### config.mk
export PLATFORM = sky130hd
export DESIGN_NAME = uart_line_mon
export DESIGN_NICKNAME = d
export VERILOG_FILES = /design/src/rtl/uart_line_mon.sv
export SDC_FILE = /design/constraint.sdc
export NUM_CORES = 2
export LEC_CHECK = 0
export CORE_AREA = 2 2 411 413
export DETAILED_ROUTE_END_ITERATION = 8
export DIE_AREA = 0 0 413 415
export PLACE_DENSITY = 0.5
export SYNTH_ARGS = -nofsm -noshare
export SYNTH_HDL_FRONTEND = slang
export SYNTH_SLANG_ARGS = --single-unit
### constraint.sdc
create_clock -name clk_i -period 97.2 [get_ports clk_i]
set_input_delay 19.44 -clock clk_i [delete_from_list [all_inputs] [get_ports clk_i]]
set_output_delay 19.44 -clock clk_i [all_outputs]
set_load 0.005 [all_outputs]
### src/rtl/uart_line_mon.sv
// uart_line_mon: UART receive monitor for the rt_top bench.
// It oversamples the DUT transmit pin, rebuilds 8N1 characters and groups
// them into text lines that the VIP pulls with a valid/ready handshake.
// Optional feature macro: UART_MON_PARITY_EN selects 8E1 frames with an
// even-parity check; when it is undefined, frames are 8N1 and no parity
// logic exists.

module uart_line_mon #(
    parameter int BaudDiv = 868,
    parameter int LineLen = 128
) (
    input  logic                         clk_i,
    input  logic                         rst_i,
    input  logic                         rx_i,
    output logic [7:0]                   char_o,
    output logic                         char_valid_o,
    output logic [8*LineLen-1:0]         line_data_o,
    output logic [$clog2(LineLen+1)-1:0] line_len_o,
    output logic                         line_valid_o,
    input  logic                         line_ready_i,
    output logic                         frame_err_o,
    output logic                         overflow_o
);

    localparam int BAUD_W = $clog2(BaudDiv);
    localparam int LEN_W  = $clog2(LineLen+1);

    localparam logic [7:0] CHAR_CR = 8'h0D;
    localparam logic [7:0] CHAR_LF = 8'h0A;

    typedef enum logic [2:0] {
        S_IDLE   = 3'd0,
        S_START  = 3'd1,
        S_DATA   = 3'd2,
`ifdef UART_MON_PARITY_EN
        S_PARITY = 3'd3,
`endif
        S_STOP   = 3'd4
    } state_t;

    state_t state, state_next;

    logic              rx_meta;
    logic              rx_sync;
    logic              rx_prev;
    logic              fall_edge;
    logic [BAUD_W-1:0] baud_cnt;
    logic              baud_tick;
    logic [2:0]        bit_cnt;
    logic [7:0]        shift_reg;
    logic              parity_bad;

    // FSM control strobes
    logic load_half;
    logic load_full;
    logic shift_en;
    logic stop_sample;

    // Line assembly helpers
    logic             handshake;
    logic [LEN_W-1:0] wr_idx;

    assign fall_edge = rx_prev & ~rx_sync;
    assign baud_tick = (baud_cnt == '0);
    assign handshake = line_valid_o & line_ready_i;
    // After a handshake the incoming char starts a fresh line at byte 0
    assign wr_idx    = handshake ? '0 : line_len_o;

    // Two-flop synchroniser plus edge-detect flop; all idle high after reset
    always_ff @(posedge clk_i or posedge rst_i) begin
        // NOTE: sequential state uses non-blocking assignments so every flop
        // samples the pre-edge values, exactly like the hardware does.
        if (rst_i) begin
            rx_meta <= 1'b1;
            rx_sync <= 1'b1;
            rx_prev <= 1'b1;
        end else begin
            rx_meta <= rx_i;
            rx_sync <= rx_meta;
            rx_prev <= rx_sync;
        end
    end

    // FSM state register
    always_ff @(posedge clk_i or posedge rst_i) begin
        if (rst_i) state <= S_IDLE;
        else       state <= state_next;
    end

    // FSM next-state logic
    always_comb begin
        // NOTE: default assignment first so no path leaves state_next
        // unassigned, which would otherwise infer a latch.
        state_next = state;
        unique case (state)
            S_IDLE:  if (fall_edge) state_next = S_START;
            S_START: if (baud_tick) state_next = rx_sync ? S_IDLE : S_DATA;
            S_DATA: begin
                if (baud_tick && bit_cnt == 3'd7) begin
`ifdef UART_MON_PARITY_EN
                    state_next = S_PARITY;
`else
                    state_next = S_STOP;
`endif
                end
            end
`ifdef UART_MON_PARITY_EN
            S_PARITY: if (baud_tick) state_next = S_STOP;
`endif
            S_STOP:  if (baud_tick) state_next = S_IDLE;
            default: state_next = S_IDLE;
        endcase
    end

    // FSM output strobes for the bit-timing datapath
    always_comb begin
        load_half   = (state == S_IDLE) && fall_edge;
        load_full   = (state != S_IDLE) && baud_tick;
        shift_en    = (state == S_DATA) && baud_tick;
        stop_sample = (state == S_STOP) && baud_tick;
    end

    // Baud counter: half a bit to reach mid start-bit, then whole bits
    always_ff @(posedge clk_i or posedge rst_i) begin
        if (rst_i)             baud_cnt <= '0;
        else if (load_half)    baud_cnt <= BAUD_W'(BaudDiv/2);
        else if (load_full)    baud_cnt <= BAUD_W'(BaudDiv-1);
        else if (!baud_tick)   baud_cnt <= baud_cnt - 1'b1;
    end

    // Bit counter and LSB-first data shift register
    always_ff @(posedge clk_i or posedge rst_i) begin
        if (rst_i) begin
            bit_cnt   <= '0;
            shift_reg <= '0;
        end else if (load_half) begin
            bit_cnt   <= '0;
        end else if (shift_en) begin
            bit_cnt   <= bit_cnt + 1'b1;
            shift_reg <= {rx_sync, shift_reg[7:1]};
        end
    end

`ifdef UART_MON_PARITY_EN
    logic parity_sample;
    assign parity_sample = (state == S_PARITY) && baud_tick;

    // Even parity: data bits plus parity bit must XOR to zero
    always_ff @(posedge clk_i or posedge rst_i) begin
        if (rst_i)              parity_bad <= 1'b0;
        else if (parity_sample) parity_bad <= (^shift_reg) ^ rx_sync;
    end
`else
    assign parity_bad = 1'b0;
`endif

    // Character delivery: pulse char_valid_o or frame_err_o after the stop bit
    always_ff @(posedge clk_i or posedge rst_i) begin
        if (rst_i) begin
            char_o       <= '0;
            char_valid_o <= 1'b0;
            frame_err_o  <= 1'b0;
        end else begin
            char_valid_o <= 1'b0;
            frame_err_o  <= 1'b0;
            if (stop_sample) begin
                if (rx_sync && !parity_bad) begin
                    char_o       <= shift_reg;
                    char_valid_o <= 1'b1;
                end else begin
                    frame_err_o  <= 1'b1;
                end
            end
        end
    end

    // Line assembly, emit and handshake
    always_ff @(posedge clk_i or posedge rst_i) begin
        // NOTE: the line buffer is reset because it drives line_data_o
        // directly and unused bytes must read as zero.
        if (rst_i) begin
            line_data_o  <= '0;
            line_len_o   <= '0;
            line_valid_o <= 1'b0;
            overflow_o   <= 1'b0;
        end else begin
            if (handshake) begin
                line_data_o  <= '0;
                line_len_o   <= '0;
                line_valid_o <= 1'b0;
            end
            if (char_valid_o) begin
                if (line_valid_o && !handshake) begin
                    overflow_o <= 1'b1;
                end else if (char_o == CHAR_CR) begin
                    // carriage returns never reach the line
                end else if (char_o == CHAR_LF) begin
                    line_valid_o <= 1'b1;
                end else begin
                    line_data_o[8*wr_idx +: 8] <= char_o;
                    line_len_o                 <= wr_idx + 1'b1;
                    if (wr_idx + 1'b1 == LEN_W'(LineLen))
                        line_valid_o <= 1'b1;
                end
            end
        end
    end

endmodule

======== Word level (Yosys, flattened, before mapping) ========
Cells that the tools add are included.
word-level totals
  output and inout port bits .............. 1044
  input port bits ......................... 4
  register bits ........................... 1071
cells by class
  shift operators ......................... 2
  mux-type cells .......................... 32
  bitwise operators ....................... 4
  eq/ne operators ......................... 12
  $add $sub $neg .......................... 4
  reductions and logical operators ........ 15
operators by type and width
  cell                                                                        number
  1024-bit 2-to-1 mux                                                         5
  1024-bit bitwise mux                                                        1
  8-bit by 34-bit variable shift with 1024-bit output (first input constant)  1
  8-bit by 34-bit variable part select with 1024-bit output                   1
  8-bit 2-to-1 mux                                                            5
  11-bit negator with 34-bit output                                           1
  10-bit 2-to-1 mux                                                           3
  3-bit 2-to-1 mux                                                            6
  8-bit by 4-bit == test with 1-bit output (second input constant)            2
  3-bit one-hot mux with 4 select lines                                       1
  10-bit logical NOT                                                          1
  1-bit 2-to-1 mux                                                            10
  10-bit by 1-bit subtractor with 10-bit output (second input constant)       1
  8-bit by 1-bit adder with 8-bit output (second input constant)              1
  8-bit == test (second input constant)                                       1
  2-bit inequality test (second input constant)                               4
  3-bit == test (second input constant)                                       2
  1-bit logical AND                                                           6
  2-bit AND reduction                                                         3
  4-bit AND reduction                                                         1
  3-bit by 1-bit adder with 3-bit output (second input constant)              1
  3-bit by 1-bit == test with 1-bit output (second input constant)            1
  3-bit by 2-bit == test with 1-bit output (second input constant)            1
  3-bit logical NOT                                                           1
  other kinds (7)                                                             9

======== Logic depth before layout (Yosys ltp) ========
  word-level depth ........................ 9
  mapped depth ............................ 18
  mapped depth without buffers ............ 10

======== Least setup slack after synthesis ========
OpenSTA, ideal clock, no wires.
  path kind ............................... input to register
  from .................................... input line_ready_i
  to ...................................... register line_data_o[148]
  stages .................................. 15
  path slack .............................. 74248 ps
  setup time .............................. 134 ps
  path buffers ............................ 6
  data arrival time ....................... 22818 ps
  data required time ...................... 97066 ps
  path through ............................ nand2_1 -> clkbuf_1 -> clkbuf_1 -> buf_1 -> buf_1 -> o21ai_0 -> ha_1 -> or4bb_1 -> inv_1 -> o211a_1 -> buf_2 -> buf_1 -> nand4_1 -> nand3_1 -> o21ai_0
on the way
  longest elaborated chain between the ends .. 9
  elaborated cells between the ends (all ways) .. 13
  classes of those cells .................. add/sub (1); shift (2); mux (7); bitwise (1); reduce/logical (2)
ends and longest elaborated chain
  item                                                                                                                              line  RTL
  start, declared                                                                                                                   20    input logic line_ready_i,
  1-bit AND *                                                                                                                       65    assign handshake = line_valid_o & line_ready_i;
  8-bit 2-to-1 mux                                                                                                                  67    assign wr_idx = handshake ? '0 : line_len_o;
  11-bit negator with 34-bit output                                                                                                 200   line_data_o[8*wr_idx +: 8] <= char_o;
  8-bit by 34-bit variable part select with 1024-bit output or 8-bit by 34-bit variable shift with 1024-bit output (tied branches)  200
  1024-bit bitwise mux                                                                                                              200
  1024-bit 2-to-1 mux                                                                                                               197   end else if (char_o == CHAR_LF) begin
  1024-bit 2-to-1 mux                                                                                                               195   end else if (char_o == CHAR_CR) begin
  1024-bit 2-to-1 mux                                                                                                               193   if (line_valid_o && !handshake) begin
  1024-bit 2-to-1 mux *                                                                                                             192   if (char_valid_o) begin
  end signal, assigned by index                                                                                                     200
  end, declared                                                                                                                     17    output logic [8*LineLen-1:0] line_data_o,
Every way passes the cells marked *; elsewhere a longest branch is shown, timed or not.
A chain may end at the register's enable or synchronous reset.

======== Final worst setup path ========
  from .................................... input line_ready_i
  to ...................................... register line_data_o[123]
The elaborated chain is that of the path after synthesis.

==> results.rst <==
.. list-table::
   :header-rows: 1

   * - Metric
     - Value
   * - CTS H-Tree Depth
     - 3
   * - Synthesized area per cell
     - 10.51 µm²
   * - Number of distinct standard cells referenced by the synthesized netlist
     - 73
   * - Share of cell area taken by muxes after synthesis
     - 0.07742
   * - Area of the mapped netlist
     - 43,960 µm²
   * - Total of endpoints with negative setup slack in the final report
     - 0
   * - Required time of the critical path
     - 97.81 ns
   * - CP peak stage delay
     - 0.91 ns
   * - Number of synthesized register bits
     - 1,071
   * - Initial standard-cell utilization of the core
     - 0.2637
   * - Die outline height
     - 415 µm
   * - Final weighted congestion of routability-driven global placement
     - 0.8335
   * - HP Start
     - rx_meta$_DFF_PP1_
   * - IR Drop Worst-Case VDD
     - 0.01587 mV
   * - Number of top-level design ports
     - 1,048
   * - Sw Share
     - 0.2265
   * - Maximum clock frequency
     - 0.04095 GHz
   * - Signal arrival time at the worst endpoint
     - 25.03 ns
   * - EDFF count, synth
     - 0
   * - Main synth FF type
     - dfrtp_1
   * - Most frequent cell on the critical path
     - buf_4
   * - Synth area leader
     - dfrtp_1
   * - Worst flop-to-flop path startpoint
     - line_valid_o$_DFF_PP0_
   * - Register with the highest flop count
     - line_data_o
   * - Static Leak
     - 24.80 nW
   * - Die X-Extent
     - 413 µm
   * - Share of the synthesized area in the top cell type
     - 0.6080
   * - Post-Syn Instances
     - 4,181
   * - Clock Path Buffers
     - 3
   * - Worst-case setup slack after placement
     - 72.11 ns
   * - Portion of the post-synthesis area used by sequential elements
     - 0.6098
   * - Worst path cell trace
     - clkdlybuf4s50_1 -> nand2_4 -> buf_4 -> buf_4 -> buf_4 -> buf_4 -> buf_4 -> nand2_1 -> mux2i_1
   * - Fraction of layout cells with a size suffix above 1
     - 0.08055
   * - Largest registers
     - line_data_o (1024), baud_cnt (10)
   * - Max FFs per register
     - 1,024
   * - Reg2reg end
     - line_data_o[123]$_DFF_PP0_
   * - Vias in the first global route
     - 36.27k
   * - Relative area change from synthesis to final layout
     - 37.80%
   * - Master cell of the clock root buffer
     - clkbuf_16
   * - Clock Skew
     - 0.06664 ns
   * - Share of total power in combinational logic
     - 0.016
   * - Combined global-route utilization of all metal layers
     - 0.2398
   * - Pint
     - 0.7269 mW
   * - Max-Slew Margin vs Limit
     - 0.2240
   * - Result of the run
     - complete, no violations
   * - TritonCTS clock tree
     - yes
   * - Class of the tightest hold or removal check
     - flop to flop
   * - Most frequent cells after synthesis
     - dfrtp_1 (1,068), o21ai_0 (680), nand3_1 (674)
   * - Final Net Count
     - 5,085
   * - Proportion of power drawn by flip-flops and latches
     - 0.479
   * - Fraction of synthesized cell area in xor and xnor cells
     - 0.002989
   * - Max Cap Violations
     - 0
   * - Final WS setup
     - 72.78 ns
   * - Net count after synthesis
     - 4,191
   * - Half-perimeter wire length after placement
     - 148,700 µm
   * - Buf/Inv on CP
     - 6
   * - Main area contributors after synthesis
     - dfrtp_1 (61%), o21ai_0 (7.7%), nand3_1 (7.7%)
   * - Clock share of power
     - 0.505
   * - Count of hold-fix buffers inserted at cts
     - 0
   * - Worst-skew pair later-pin latency
     - 0.76 ns
   * - Largest fanout on the critical path
     - 98
   * - Post-Synth Adder-Cell Area
     - 0.001708
   * - Setup repair after global routing missed its margin
     - no
   * - Synth warnings
     - 0
   * - Sinks on Clock Net
     - 1,071
   * - Overall overflow remaining after global route
     - 0
   * - Critical Setup Path Class
     - primary input to flop
   * - Area of the die
     - 171,400 µm²
   * - Post-synthesis simple-gate area fraction
     - 0.1784
   * - Most frequent cell after synthesis
     - dfrtp_1
   * - Setup Total Neg Slack
     - 0 ns
   * - Count of buffers inserted at the top-level ports
     - 1,047
   * - Post-detailed-routing wire length
     - 211,000 µm
   * - Total count of hold-check failures in the final report
     - 0
   * - Standard cell with the maximum stage delay on the critical path
     - buf_4
   * - Final Critical Period
     - 24.42 ns
   * - Via density per instance
     - 4.961
   * - Routed length per instance
     - 28.58 µm
   * - Number of rows created at floorplan
     - 150
   * - 1st-iter DRT viols
     - 3,235
   * - Clock-pin slew of the registers on the worst-case setup and hold paths
     - 0.06 ns
   * - Cts bufs inserted
     - 121
   * - Global-route wire length before repair
     - 294,900 µm
   * - Maximum number of pins on one net before global-route repair
     - 211
   * - Resized cells post-CTS
     - 0
   * - Hold depth
     - 0
   * - Kind of launch point of the worst setup path
     - primary input
   * - Slew Viols, Final
     - 0
   * - Kind of cell with the highest combined delay on the critical path
     - buffers and inverters
   * - Async set-or-reset flop fraction in the synthesized netlist
     - 1.000
   * - Vias
     - 36.63k
   * - Worst reg2reg path depth
     - 8
   * - Min-Delay Endpoint
     - rx_sync$_DFF_PP1_
   * - Largest family of logic cells by synthesized area
     - simple AND/OR/NAND/NOR gates
   * - Fraction of the mapped netlist area in compound gates
     - 0.09393
   * - Setup slack of the most critical reg-to-reg path
     - 91.55 ns
   * - Switching power summed over all nets
     - 0.2128 mW
   * - Capturing element type of the critical path
     - flop
   * - Drt drc
     - 0
   * - Antenna violations before repair
     - 3
   * - Iteration count of the initial detailed-routing pass
     - 5
   * - Residual antenna-violating net count after detailed routing
     - 0
   * - Core box area
     - 166,700 µm²
   * - Portion of the clock cycle consumed by the worst path in the final layout
     - 0.2512
   * - Post-CTS Setup Repair Bufs
     - 0
   * - Measured slew at the worst slew-check pin
     - 1.161 ns
   * - Cell area power density
     - 15.51 nW/µm²
metal layers:
| metal | global-route usage | vias to the layer above | share of wire |
|---|---|---|---|
| li1 | - | 16390 | - |
| met1 | 0.3045 | 18640 | 0.41 |
| met2 | 0.3826 | 1353 | 0.47 |
| met3 | 0.07022 | 251 | 0.082 |
| met4 | 0.09282 | 0 | 0.040 |
| met5 | 0 | - | 0 |
area by class of cell:
type | count | area [µm²]
Timing Repair Buffer | 1128 | 11110
Inverter | 12 | 52.55
Sequential cell | 1071 | 26820
Clock buffer | 182 | 3547
Clock inverter | 43 | 565.5
Fill cell | 16790 | 106100
Tap cell | 2204 | 2758
Antenna cell | 4 | 10.01
Multi-Input combinational cell | 2741 | 15710
placed cells by master (no fill, tap or decap), types with 18 or more instances in the layout:
cell | netlist | layout
buf_4 | 20 | 79
clkbuf_1 | 257 | 32
clkbuf_16 | 0 | 121
clkbuf_8 | 0 | 29
clkdlybuf4s50_1 | 0 | 1047
clkinv_2 | 0 | 22
dfrtp_1 | 1068 | 1060
mux2i_1 | 322 | 322
nand2_1 | 673 | 656
nand2_2 | 3 | 18
nand3_1 | 674 | 672
nand4_1 | 63 | 63
nor2_1 | 35 | 29
o211ai_1 | 18 | 18
o21ai_0 | 680 | 680
o21ai_1 | 28 | 28
how the worst max path moves through the flow:
| stage | start | end | slack [ns] | cells past startpoint |
|---|---|---|---|---|
| finish | line_ready_i | line_data_o[123]$_DFF_PP0_ | 72.78 | 9 |
| detailed placement | line_ready_i | line_data_o[599]$_DFF_PP0_ | 72.11 | 9 |
| global placement | line_ready_i | line_data_o[15]$_DFF_PP0_ | 72.14 | 9 |
| CTS | line_ready_i | line_data_o[79]$_DFF_PP0_ | 72.88 | 9 |
| global route | line_ready_i | line_data_o[121]$_DFF_PP0_ | 72.44 | 9 |
| floorplan | rst_i | baud_cnt[0]$_DFFE_PP0P_ | 47.62 | 1 |
through the flow:
stage                     hold WS (ns)  total power, mW  instance area (µm²)    util  instances
after global routing            0.3565           0.9714                60560  0.3634       7382
after detailed placement        0.3523           0.4737                56450  0.3387       7156
after floorplan                 0.3452           0.4695                43960       -       4181
after CTS                       0.3569           0.9516                60560  0.3634       7381
after global placement          0.3472           0.4735                56450  0.3387       7156
final                           0.3553           0.9397                60570  0.3634       7385
power by group through the flow:
stage          sequential (mW)  combinational, mW  clock (mW)
6_report                 0.450             0.0147       0.475
2_1_floorplan            0.458             0.0111           0
5_1_grt                  0.450             0.0174       0.504
4_1_cts                  0.450             0.0155       0.486
3_5_place_dp             0.458             0.0155           0
3_3_place_gp             0.458             0.0154           0
cells by family (layout without fill, tap and decap cells):
logic type / count (synthesis) / in the layout
AOI/OAI and AO/OA: 784 / 784
xor gates and xnor gates: 15 / 15
adders and majority gates: 6 / 6
buffers and inverters: 369 / 1365
DFF: 1071 / 1071
muxes: 338 / 338
other: 0 / 4
and+or+nand+nor: 1598 / 1598
No activity file was read; power rests on OpenSTA's default activity.
